[src/rtl/stream_data_slicer.sv]
// +----------------------------------------------------------------------------+
// | stream_data_slicer                                                         |
// | Splits wide input words into LSB-first slices with frame tracking and      |
// | address-counter update/clear strobes. Option macro: SLICER_PREFETCH_EN.    |
// | Rev 1.0                                                                    |
// +----------------------------------------------------------------------------+
`default_nettype none

module stream_data_slicer #(
    parameter int InputDataWidth = 64,
    parameter int SliceWidth     = 8,
    parameter int NumSlices      = InputDataWidth / SliceWidth,
    parameter int SliceCntWidth  = $clog2(NumSlices + 1),
    parameter int CounterWidth   = 32
) (
    input  logic                      clk_i,
    input  logic                      rst_ni,
    input  logic                      en_i,
    input  logic                      clr_i,
    input  logic [SliceCntWidth-1:0]  cfg_num_slices_i,
    input  logic [CounterWidth-1:0]   cfg_frame_len_i,
    input  logic [InputDataWidth-1:0] data_i,
    input  logic                      data_valid_i,
    output logic                      data_ready_o,
    output logic [SliceWidth-1:0]     slice_o,
    output logic                      slice_valid_o,
    input  logic                      slice_ready_i,
    output logic                      slice_last_o,
    output logic                      update_o,
    output logic                      clr_o,
    output logic [CounterWidth-1:0]   frame_cnt_o,
    output logic                      done_o
);

    typedef enum logic [0:0] {
        IDLE  = 1'b0,
        SLICE = 1'b1
    } state_t;

    localparam logic [SliceCntWidth-1:0] MaxSlices = SliceCntWidth'(NumSlices);

    state_t                    state_q, state_d;
    logic [InputDataWidth-1:0] word_q, word_d;
    logic [InputDataWidth-1:0] word_shifted;
    logic [SliceCntWidth-1:0]  idx_q, idx_d;
    logic [SliceCntWidth-1:0]  eff_num;
    logic [CounterWidth-1:0]   frame_cnt_q, frame_cnt_d;
    logic                      clr_q, done_q;
    logic                      clear, hs, word_end, frame_end, leave, accept, ready;

`ifdef SLICER_PREFETCH_EN
    logic [InputDataWidth-1:0] buf_q, buf_d;
    logic                      buf_full_q, buf_full_d;
`endif

    // Out-of-range slice counts fall back to a full word.
    assign eff_num = ((cfg_num_slices_i == '0) || (cfg_num_slices_i > MaxSlices))
                   ? MaxSlices : cfg_num_slices_i;

    assign clear        = clr_i | ~en_i;
    assign word_shifted = word_q >> (idx_q * SliceWidth);

    assign slice_valid_o = (state_q == SLICE);
    assign slice_o       = word_shifted[SliceWidth-1:0];
    assign slice_last_o  = (cfg_frame_len_i != '0)
                         & (frame_cnt_q == cfg_frame_len_i - CounterWidth'(1))
                         & slice_valid_o;

    assign hs        = slice_valid_o & slice_ready_i & ~clear;
    assign word_end  = hs & (idx_q == eff_num - SliceCntWidth'(1));
    assign frame_end = hs & slice_last_o;
    assign leave     = word_end | frame_end;

`ifdef SLICER_PREFETCH_EN
    assign ready = ~buf_full_q & ~clear & rst_ni;
`else
    assign ready = (state_q == IDLE) & ~clear & rst_ni;
`endif
    assign accept = data_valid_i & ready;

    assign data_ready_o = ready;
    assign update_o     = hs;
    assign clr_o        = clr_q;
    assign done_o       = done_q;
    assign frame_cnt_o  = frame_cnt_q;

    always_comb begin
        state_d     = state_q;
        word_d      = word_q;
        idx_d       = idx_q;
        frame_cnt_d = frame_cnt_q;
`ifdef SLICER_PREFETCH_EN
        buf_d       = buf_q;
        buf_full_d  = buf_full_q;
`endif
        if (clear) begin
            state_d     = IDLE;
            word_d      = '0;
            idx_d       = '0;
            frame_cnt_d = '0;
`ifdef SLICER_PREFETCH_EN
            buf_d       = '0;
            buf_full_d  = 1'b0;
`endif
        end else begin
            if (hs) begin
                idx_d       = idx_q + SliceCntWidth'(1);
                frame_cnt_d = frame_end ? '0 : frame_cnt_q + CounterWidth'(1);
            end
`ifdef SLICER_PREFETCH_EN
            // A finished word is replaced in the same cycle, from the buffer first.
            if ((state_q == IDLE) || leave) begin
                if (buf_full_q) begin
                    word_d     = buf_q;
                    idx_d      = '0;
                    buf_full_d = 1'b0;
                    state_d    = SLICE;
                end else if (accept) begin
                    word_d  = data_i;
                    idx_d   = '0;
                    state_d = SLICE;
                end else begin
                    state_d = IDLE;
                end
            end else if (accept) begin
                buf_d      = data_i;
                buf_full_d = 1'b1;
            end
`else
            if (state_q == IDLE) begin
                if (accept) begin
                    word_d  = data_i;
                    idx_d   = '0;
                    state_d = SLICE;
                end
            end else if (leave) begin
                state_d = IDLE;
            end
`endif
        end
    end

    always_ff @(posedge clk_i or negedge rst_ni) begin
        if (!rst_ni) begin
            state_q     <= IDLE;
            word_q      <= '0;
            idx_q       <= '0;
            frame_cnt_q <= '0;
            clr_q       <= 1'b1;
            done_q      <= 1'b0;
`ifdef SLICER_PREFETCH_EN
            buf_q       <= '0;
            buf_full_q  <= 1'b0;
`endif
        end else begin
            state_q     <= state_d;
            word_q      <= word_d;
            idx_q       <= idx_d;
            frame_cnt_q <= frame_cnt_d;
            clr_q       <= clear | frame_end;
            done_q      <= frame_end;
`ifdef SLICER_PREFETCH_EN
            buf_q       <= buf_d;
            buf_full_q  <= buf_full_d;
`endif
        end
    end

endmodule

`default_nettype wire

[config.mk]
export PLATFORM = sky130hd
export DESIGN_NAME = stream_data_slicer
export DESIGN_NICKNAME = d
export VERILOG_FILES = /design/src/rtl/stream_data_slicer.sv
export SDC_FILE = /design/constraint.sdc
export NUM_CORES = 1
export LEC_CHECK = 0
export ABC_AREA = 1
export CORE_ASPECT_RATIO = 1.5
export CORE_UTILIZATION = 53
export CTS_CLUSTER_DIAMETER = 30
export DETAILED_ROUTE_END_ITERATION = 10
export DONT_BUFFER_PORTS = 1
export PLACE_DENSITY = 0.74
export SETUP_SLACK_MARGIN = 0.4
export SYNTH_ARGS = -nofsm -noshare
export SYNTH_HDL_FRONTEND = slang
export SYNTH_SLANG_ARGS = --single-unit
[constraint.sdc]
create_clock -name clk_i -period 2.8 [get_ports clk_i]
set_clock_uncertainty 0.1 [all_clocks]
set_input_delay 0.56 -clock clk_i [delete_from_list [all_inputs] [get_ports clk_i]]
set_output_delay 0.56 -clock clk_i [all_outputs]
set_load 0.03 [all_outputs]
# [Yosys cells after proc, flatten, opt, wreduce, memory -nomap -nowiden]
# Index checks and enable logic that the tools add are counted.
# Widths: inputs -> output; s select.
[classes] addsub=4 n_eq_ne=3 n_mux=15 reduce_logical=6 order_cmp=1 bitwise=15 shifts=1
[op_table] cell="$mux 64" count=3
[op_table] cell="$mux 32" count=3
[op_table] cell="$shr 64x7->8" count=1
[op_table] cell="$add 32x1->32 const B" count=1
[op_table] cell="$eq 32x32->1" count=1
[op_table] cell="$reduce_bool 32->1" count=1
[op_table] cell="$sub 32x1->32 const B" count=1
[op_table] cell="$mux 4" count=5
[op_table] cell="$and 1x1->1" count=9
[op_table] cell="$add 4x1->4 const B" count=1
[op_table] cell="$eq 4x4->1" count=1
[op_table] cell="$gt 4x4->1 const B" count=1
[op_table] cell="$logic_not 4->1" count=1
[op_table] cell="$mux 1" count=4
[op_table] cell="$reduce_bool 2->1" count=2
[op_table] cell="$sub 4x1->4 const B" count=1
[op_table] cell="$not 1->1" count=3
[op_table] cell="$or 1x1->1" count=3
[op_table] cell="$ne 2x1->1 const B" count=1
[op_table] cell="$reduce_and 2->1" count=1
[op_table] cell="$logic_or 1x1->1" count=1
[totals] output_inout_bits=46 wordCells=51 inputBits=106 register_bits=103

# [Depth between registers and ports, before layout]
# Gate-level depths: netlist (run 1).
[depth] ltp_word=10 depth_mapped=19 ltp_nobuf=17

# [Worst setup path after synthesis (run 1)]
# No wires, ideal clock.
[synth_path] path_type="input -> output" from="in cfg_frame_len_i[0]" to="out slice_last_o" required_time_ns=2.140 t_arrival_ns=2.061 path_buffers=0 cell_stages=10 slack_ns=0.079 cell_sequence="inv_1 > ha_1 > nand2_4 > nor2_8 > xor2_1 > xor2_1 > nand3_1 > nor2_1 > nand3_1 > inv_1"
[synth_between] elab_chain_len=4 word_cells_on_any_way=5 cone_classes="add/sub: 1; eq/ne: 1; bitwise: 2; reduce/logical: 1"
[synth_rtl] element="start: declaration" line="21" text="input logic [CounterWidth-1:0] cfg_frame_len_i,"
[synth_rtl] element="$sub 32x1->32" line="66" text="& (frame_cnt_q == cfg_frame_len_i - CounterWidth'(1))"
[synth_rtl] element="$eq 32x32->1" line="66"
[synth_rtl] element="$and 1x1->1 (*)" line="66"
[synth_rtl] element="$and 1x1->1 (*)" line="67" text="& slice_valid_o;"
[synth_rtl] element="end: declaration" line="28" text="output logic slice_last_o,"
# Mark *: on every way between the ends. The rest lies on a longest branch, timed or not.

# [Worst setup path after layout (run 1)]
# Ends and elaborated chain as after synthesis.

==> metrics.yaml, run 1 <==
synth_area_per_cell_um2: 6.84
floorplan.die.width_um: 94.6
io-pin-count: 152
global_router_s_overall_resource_usage_pct: 31.7
worst_ep_required_time_ns: 2.14
setup_viol: 0
yosys.area.top_type: "sky130_fd_sc_hd__dfrtp_1"
synth_top_area_share_pct: 37.4
first_global_vias: 6466
cts.reportedPaths.clkPinSlew_ns: 0.07
cts-buffers-inserted: 9
initial_util_pct: 54.5
highest-signal-layer: "met4"
wirelength_met1_mm: 7.77
die_area_um2: 13300
placementRows: 50
pin_count_of_the_biggest_net_entering_global_routing: 105
cts_tree: "done"
syn_nets: 1109
p_leak_nw: 3.88
count_of_unresolved_drc_violations_after_routing: 0
post_synthesis_cells: 998
detail_route.first_pass.iterations: 5
diodes: 0
timing.max_slew.rel_slack_pct: 61.4
synth_warn: 0
numClockSinks: 103
power.ir.vdd_worst_v: 0.000391
cp_slowest_stage_delay_ns: 0.19
detail_route.wirelength_mm: 21.5
number_of_drc_markers_in_iteration_0: 298
critPathSlowestCell: "sky130_fd_sc_hd__ha_4"
clock_insertion_delay_worst_skew_ns: 0.34
yosysSeqAreaShare_pct: 37.8
rsz0062_at_grt: "true"
dpl.hpwl_mm: 15.3
cpMostUsedCell: "sky130_fd_sc_hd__nor2_1"
power.total_mw: 3.30
highest_net_fanout_along_the_worst_path: 8
worst_setup_path_end_kind: "primary output"
met2RoutedLength_mm: 11.2
synth_enable_flop_cells: 0
max-clock-path-buffers: 2
core_area_um2: 12500
routedWlPerCell_um: 17.7
wl_met3_mm: 1.25
max_slew.worst_pin.slew_ns: 0.579
ctsHtreeMaxLevel: 3
synthToLayoutAreaGrowth_pct: 25.1
final-max-slew-violation-count: 0
status: "complete, but fails checks"
drt-vias-per-instance: 5.61
root_buffer: "sky130_fd_sc_hd__clkbuf_16"
final_area_um2: 8530
finalWorstPathRequiredPeriod_ns: 2.75
cp.depth: 12
post_synth_num_cell_types: 34
syn_area_um2: 6820
mostFrequentLayoutCells: "sky130_fd_sc_hd__nand2_1 (209), sky130_fd_sc_hd__nand3_1 (141), sky130_fd_sc_hd__inv_1 (108)"
cap_viol_max_count: 0
most_common_library_cell_in_the_layout_ignoring_fill_and_taps: "sky130_fd_sc_hd__nand2_1"
post_dp_cell_area_um2: 7380
grt_antenna_before_repair: 0
synth_ff_type: "sky130_fd_sc_hd__dfrtp_1"
cpLargestDelayFamily: "simple AND/OR/NAND/NOR gates"
r2r.worst_path.cells: 16
critical_path_arrival_ns: 2.09
place.gp.congestion: 0.956
number_of_vias_in_the_routed_layout: 6799
hold_viol: 103
synth_top_cells_by_area: "sky130_fd_sc_hd__dfrtp_1 (37%), sky130_fd_sc_hd__nand2_1 (12%), sky130_fd_sc_hd__nand3_1 (11%)"
final.period_utilization_pct: 98.1
final_antenna_net_count: 0
hold_slack_ns: -0.191
async_flop_share_pct: 100
violations: "negative hold slack"
drive_above_1_share_pct: 20.3
globalRoute.totalOverflow: 0
finalNetCount: 1163
critical_path.cell_chain: "clkinvlp_4 -> ha_4 -> nand2_8 -> nor2_8 -> a21oi_1 -> nor2_1 -> nand3_1 -> nor2_1 -> nand2_1 -> nor2_4 -> nand3_4 -> inv_6"
numPortBuffers: 0
chipHeight_um: 141
min_path_type: "input port to asynchronous set/reset pin"
worst-path-buf-inv: 2
highest_achievable_clock_rate_ghz: 0.364
grt_pass1_wl_mm: 32.0
worstSetupPathType: "input port to primary output"
filler_cell_count: 1051
p_per_area_nw_per_um2: 386
synth-seq-cells: 103
setup.worst_path.start_class: "input port"
[cell type report]
cell class | instances | area (um2) | share of cell area, %
inverter | 121 | 472 | 5.53
timing repair buffer | 80 | 825 | 9.67
clock buffer | 11 | 233 | 2.73
clock inverter | 5 | 106 | 1.25
sequential | 103 | 2580 | 30.3
tap | 156 | 195 | 2.29
timing repair inverter | 2 | 32.5 | 0.381
multi-input combinational | 735 | 4080 | 47.9
[sequential cells by signal (all words and copies together), names as in the netlist]
signal / cells
word_q: 64
frame_cnt_o: 32
idx_q: 4
clr_o: 1
done_o: 1
slice_valid_o: 1
[kinds of logic after synthesis]
kind of cell	synth area share, %
buffers and inverters	9.15
XOR/XNOR	6.68
adder cells (fa/ha/maj)	0.917
AO/OA/AOI/OAI	9.61
flip-flops	37.8
AND/OR/NAND/NOR	35.8
[what timing repair did]
item,in CTS,in global routing
cloned,4,4
gates resized for setup,70,85
hold endpoints to repair,103,103
pin swaps,14,23
setup endpoints to repair,16,42
setup buffers,7,11
[power breakdown]
group	total (mW)	switching, mW	internal (mW)
sequential	1.54	0.0220	1.52
combinational	0.333	0.211	0.123
clock	1.42	0.546	0.878
[per-stage QoR]
stage          worst slack, ns  std cells  TNS (ns)  util, %
2_1_floorplan            0.286        998         0        -
3_3_place_gp           0.00410       1171         0     59.0
3_5_place_dp            0.0293       1171         0     59.0
4_1_cts                 0.0601       1198         0     64.3
5_1_grt                -0.0602       1213   -0.0602     68.2
6_report                0.0545       1213         0     68.2
[worst register-to-register path: cells and delay by family (launching register included)]
family	cells	cell delay (ns)
and+or+nand+nor	8	0.83
AOI/OAI and AO/OA	1	0.07
xor gates and xnor gates	1	0.25
DFF	1	0.61
buffers and inverters	6	0.66
[cell usage after synthesis (5+ instances only)]
master / number
sky130_fd_sc_hd__xor2_1: 29
sky130_fd_sc_hd__buf_1: 8
sky130_fd_sc_hd__o21ai_0: 73
sky130_fd_sc_hd__nand2_2: 5
sky130_fd_sc_hd__ha_1: 5
sky130_fd_sc_hd__nor2_2: 12
sky130_fd_sc_hd__a31oi_1: 8
sky130_fd_sc_hd__inv_1: 114
sky130_fd_sc_hd__clkbuf_1: 29
sky130_fd_sc_hd__nor3_1: 12
sky130_fd_sc_hd__dfrtp_1: 102
sky130_fd_sc_hd__nand3b_1: 6
sky130_fd_sc_hd__nand2_1: 222
sky130_fd_sc_hd__a21oi_1: 40
sky130_fd_sc_hd__xnor2_1: 23
sky130_fd_sc_hd__nand3_1: 144
sky130_fd_sc_hd__nand4_1: 17
sky130_fd_sc_hd__nor2_1: 121
[worst paths after layout]
check                                   start         endpoint  slack [ns]
min                                    rst_ni       word_q[13]       -0.19
min reg2reg                        word_q[32]       word_q[32]        0.40
max in group asynchronous              rst_ni            clr_o        2.62
min in group clk_i                 data_i[39]       word_q[39]        0.25
max reg2reg                   frame_cnt_o[13]  frame_cnt_o[28]        0.16
max                        cfg_frame_len_i[0]     slice_last_o        0.05
[per-layer routing]
layer / GRT usage, % / vias to the layer above
li1: - / 3317
met1: 34.4 / 3154
met2: 55.5 / 258
met3: 6.15 / 70
met4: 19.5 / 0
met5: 0 / -
No activity file was read; power rests on OpenSTA's default activity.
==> run 2: changes to the inputs <==
==> constraint.sdc (replaced) <==
create_clock -name clk_i -period 2.8 [get_ports clk_i]
set_clock_uncertainty 0.1 [all_clocks]
set_input_delay 0.14 -clock clk_i [delete_from_list [all_inputs] [get_ports clk_i]]
set_output_delay 0.14 -clock clk_i [all_outputs]
set_load 0.03 [all_outputs]
==> metrics.yaml, run 2 (synthesis gave the netlist of run 1 again) <==
routedWlPerCell_um: 16.8
worst_ep_required_time_ns: 2.56
initial_util_pct: 54.5
setup.worst_path.start_class: "register"
min_path_type: "input port to asynchronous set/reset pin"
most_common_library_cell_in_the_layout_ignoring_fill_and_taps: "sky130_fd_sc_hd__nand2_1"
numPortBuffers: 0
drive_above_1_share_pct: 10.0
hold_viol: 103
status: "complete, but fails checks"
cts-buffers-inserted: 9
critPathSlowestCell: "sky130_fd_sc_hd__dfrtp_1"
number_of_drc_markers_in_iteration_0: 324
finalWorstPathRequiredPeriod_ns: 2.31
ctsHtreeMaxLevel: 3
finalNetCount: 1191
max_slew.worst_pin.slew_ns: 0.770
detail_route.first_pass.iterations: 6
numClockSinks: 103
rr_endpoint: "frame_cnt_o[11]"
cap_viol_max_count: 0
final_area_um2: 8270
critical_path_arrival_ns: 2.07
mostFrequentLayoutCells: "sky130_fd_sc_hd__nand2_1 (221), sky130_fd_sc_hd__nand3_1 (143), sky130_fd_sc_hd__nor2_1 (115)"
highest_achievable_clock_rate_ghz: 0.433
cpMostUsedCell: "sky130_fd_sc_hd__nand2_1"
grt_pass1_wl_mm: 32.6
holdBufCountCts: 66
synthToLayoutAreaGrowth_pct: 21.2
final.period_utilization_pct: 82.6
grt_antenna_before_repair: 0
power.ir.vdd_worst_v: 0.000374
final_antenna_net_count: 0
core_area_um2: 12500
timing.max_slew.rel_slack_pct: 48.5
number_of_vias_in_the_routed_layout: 6983
chipHeight_um: 141
diodes: 0
global_router_s_overall_resource_usage_pct: 31.8
globalRoute.totalOverflow: 0
root_buffer: "sky130_fd_sc_hd__clkbuf_16"
max-clock-path-buffers: 2
regToRegSetupSlack_ns: 0.52
regToRegStartpoint: "frame_cnt_o[0]"
worst-path-buf-inv: 2
violations: "negative hold slack"
floorplan.die.width_um: 94.6
filler_cell_count: 1118
highest_net_fanout_along_the_worst_path: 5
critical_path.cell_chain: "buf_6 -> nand2_1 -> nand2_1 -> nor2_1 -> nand2_1 -> a21oi_2 -> nand2_1 -> nor2_2 -> nand2_1 -> nor2_2 -> nand2_1 -> nor2_1 -> nand3_2 -> inv_4"
r2r.worst_path.cells: 16
io-pin-count: 152
worstSetupPathType: "register to primary output"
rsz0062_at_grt: "true"
hold_slack_ns: -0.612
p_leak_nw: 3.87
p_per_area_nw_per_um2: 382
post_dp_cell_area_um2: 7180
cts_tree: "done"
worst_setup_path_end_kind: "primary output"
detail_route.wirelength_mm: 20.9
cts.reportedPaths.clkPinSlew_ns: 0.07
count_of_unresolved_drc_violations_after_routing: 0
place.gp.congestion: 0.941
cpLargestDelayFamily: "simple AND/OR/NAND/NOR gates"
pin_count_of_the_biggest_net_entering_global_routing: 105
dpl.hpwl_mm: 14.5
finalSetupTns_ns: 0
first_global_vias: 6829
setup_viol: 0
die_area_um2: 13300
placementRows: 50
max_flop_register: "word_q"
largest_register_ff_count: 64
cp_slowest_stage_delay_ns: 0.41
final-max-slew-violation-count: 0
drt-vias-per-instance: 5.63
critPathLaunch: "frame_cnt_o[0]"
clock_insertion_delay_worst_skew_ns: 0.35
-- run 2: repair_timing --
item | in CTS | in global routing
setup endpoints to repair | 2 | 34
pin swaps | 0 | 1
setup buffers | 1 | 0
resized for setup | 5 | 16
gates cloned | 0 | 3
endpoints found under the hold margin | 168 | 103
-- run 2: how the worst max path moves through the flow --
stage / depth (start not counted) / slack [ns] / to
2_1_floorplan: 11 / 0.58 / frame_cnt_o[24]
3_3_place_gp: 11 / 0.50 / frame_cnt_o[31]
3_5_place_dp: 11 / 0.45 / frame_cnt_o[0]
6_report: 14 / 0.49 / slice_last_o
5_1_grt: 14 / 0.30 / slice_last_o
4_1_cts: 14 / 0.39 / slice_last_o
-- run 2: power by group --
group	leakage, nW	internal [mW]	switching [mW]
combinational	2.32	0.169	0.229
sequential	1.42	1.52	0.0178
clock	0.141	0.641	0.589
total	3.87	2.33	0.835
-- run 2: metal layers --
metal	vias up	part of all wire (%)	global-route usage, %	wire (um)
met5	-	0	0	0
met4	0	5.1	16.7	1070
met3	69	6.1	4.15	1270
met2	300	53	58.9	11200
met1	3243	35	34.0	7370
li1	3371	-	-	-
-- run 2: stage by stage --
| step | instances | worst slack (ns) | util [%] | hold WS [ns] | total power, mW |
|---|---|---|---|---|---|
| final | 1241 | 0.489 | 66.1 | -0.612 | 3.16 |
| after global routing | 1241 | 0.295 | 66.1 | -0.623 | 3.27 |
| after CTS | 1238 | 0.390 | 65.2 | -0.624 | 3.15 |
| after detailed placement | 1155 | 0.452 | 57.4 | -0.253 | 1.84 |
| after global placement | 1155 | 0.498 | 57.4 | -0.253 | 1.84 |
| after floorplan | 998 | 0.584 | - | -0.256 | 1.78 |
-- run 2: final cells by class --
| cell class | count | area [um2] | area share, % |
|---|---|---|---|
| timing repair buffer | 111 | 1070 | 12.9 |
| clock inverter | 6 | 50.0 | 0.605 |
| inverter | 121 | 458 | 5.54 |
| sequential | 103 | 2580 | 31.3 |
| tap | 156 | 195 | 2.36 |
| multi-input combinational | 734 | 3670 | 44.4 |
| clock buffer | 10 | 239 | 2.89 |
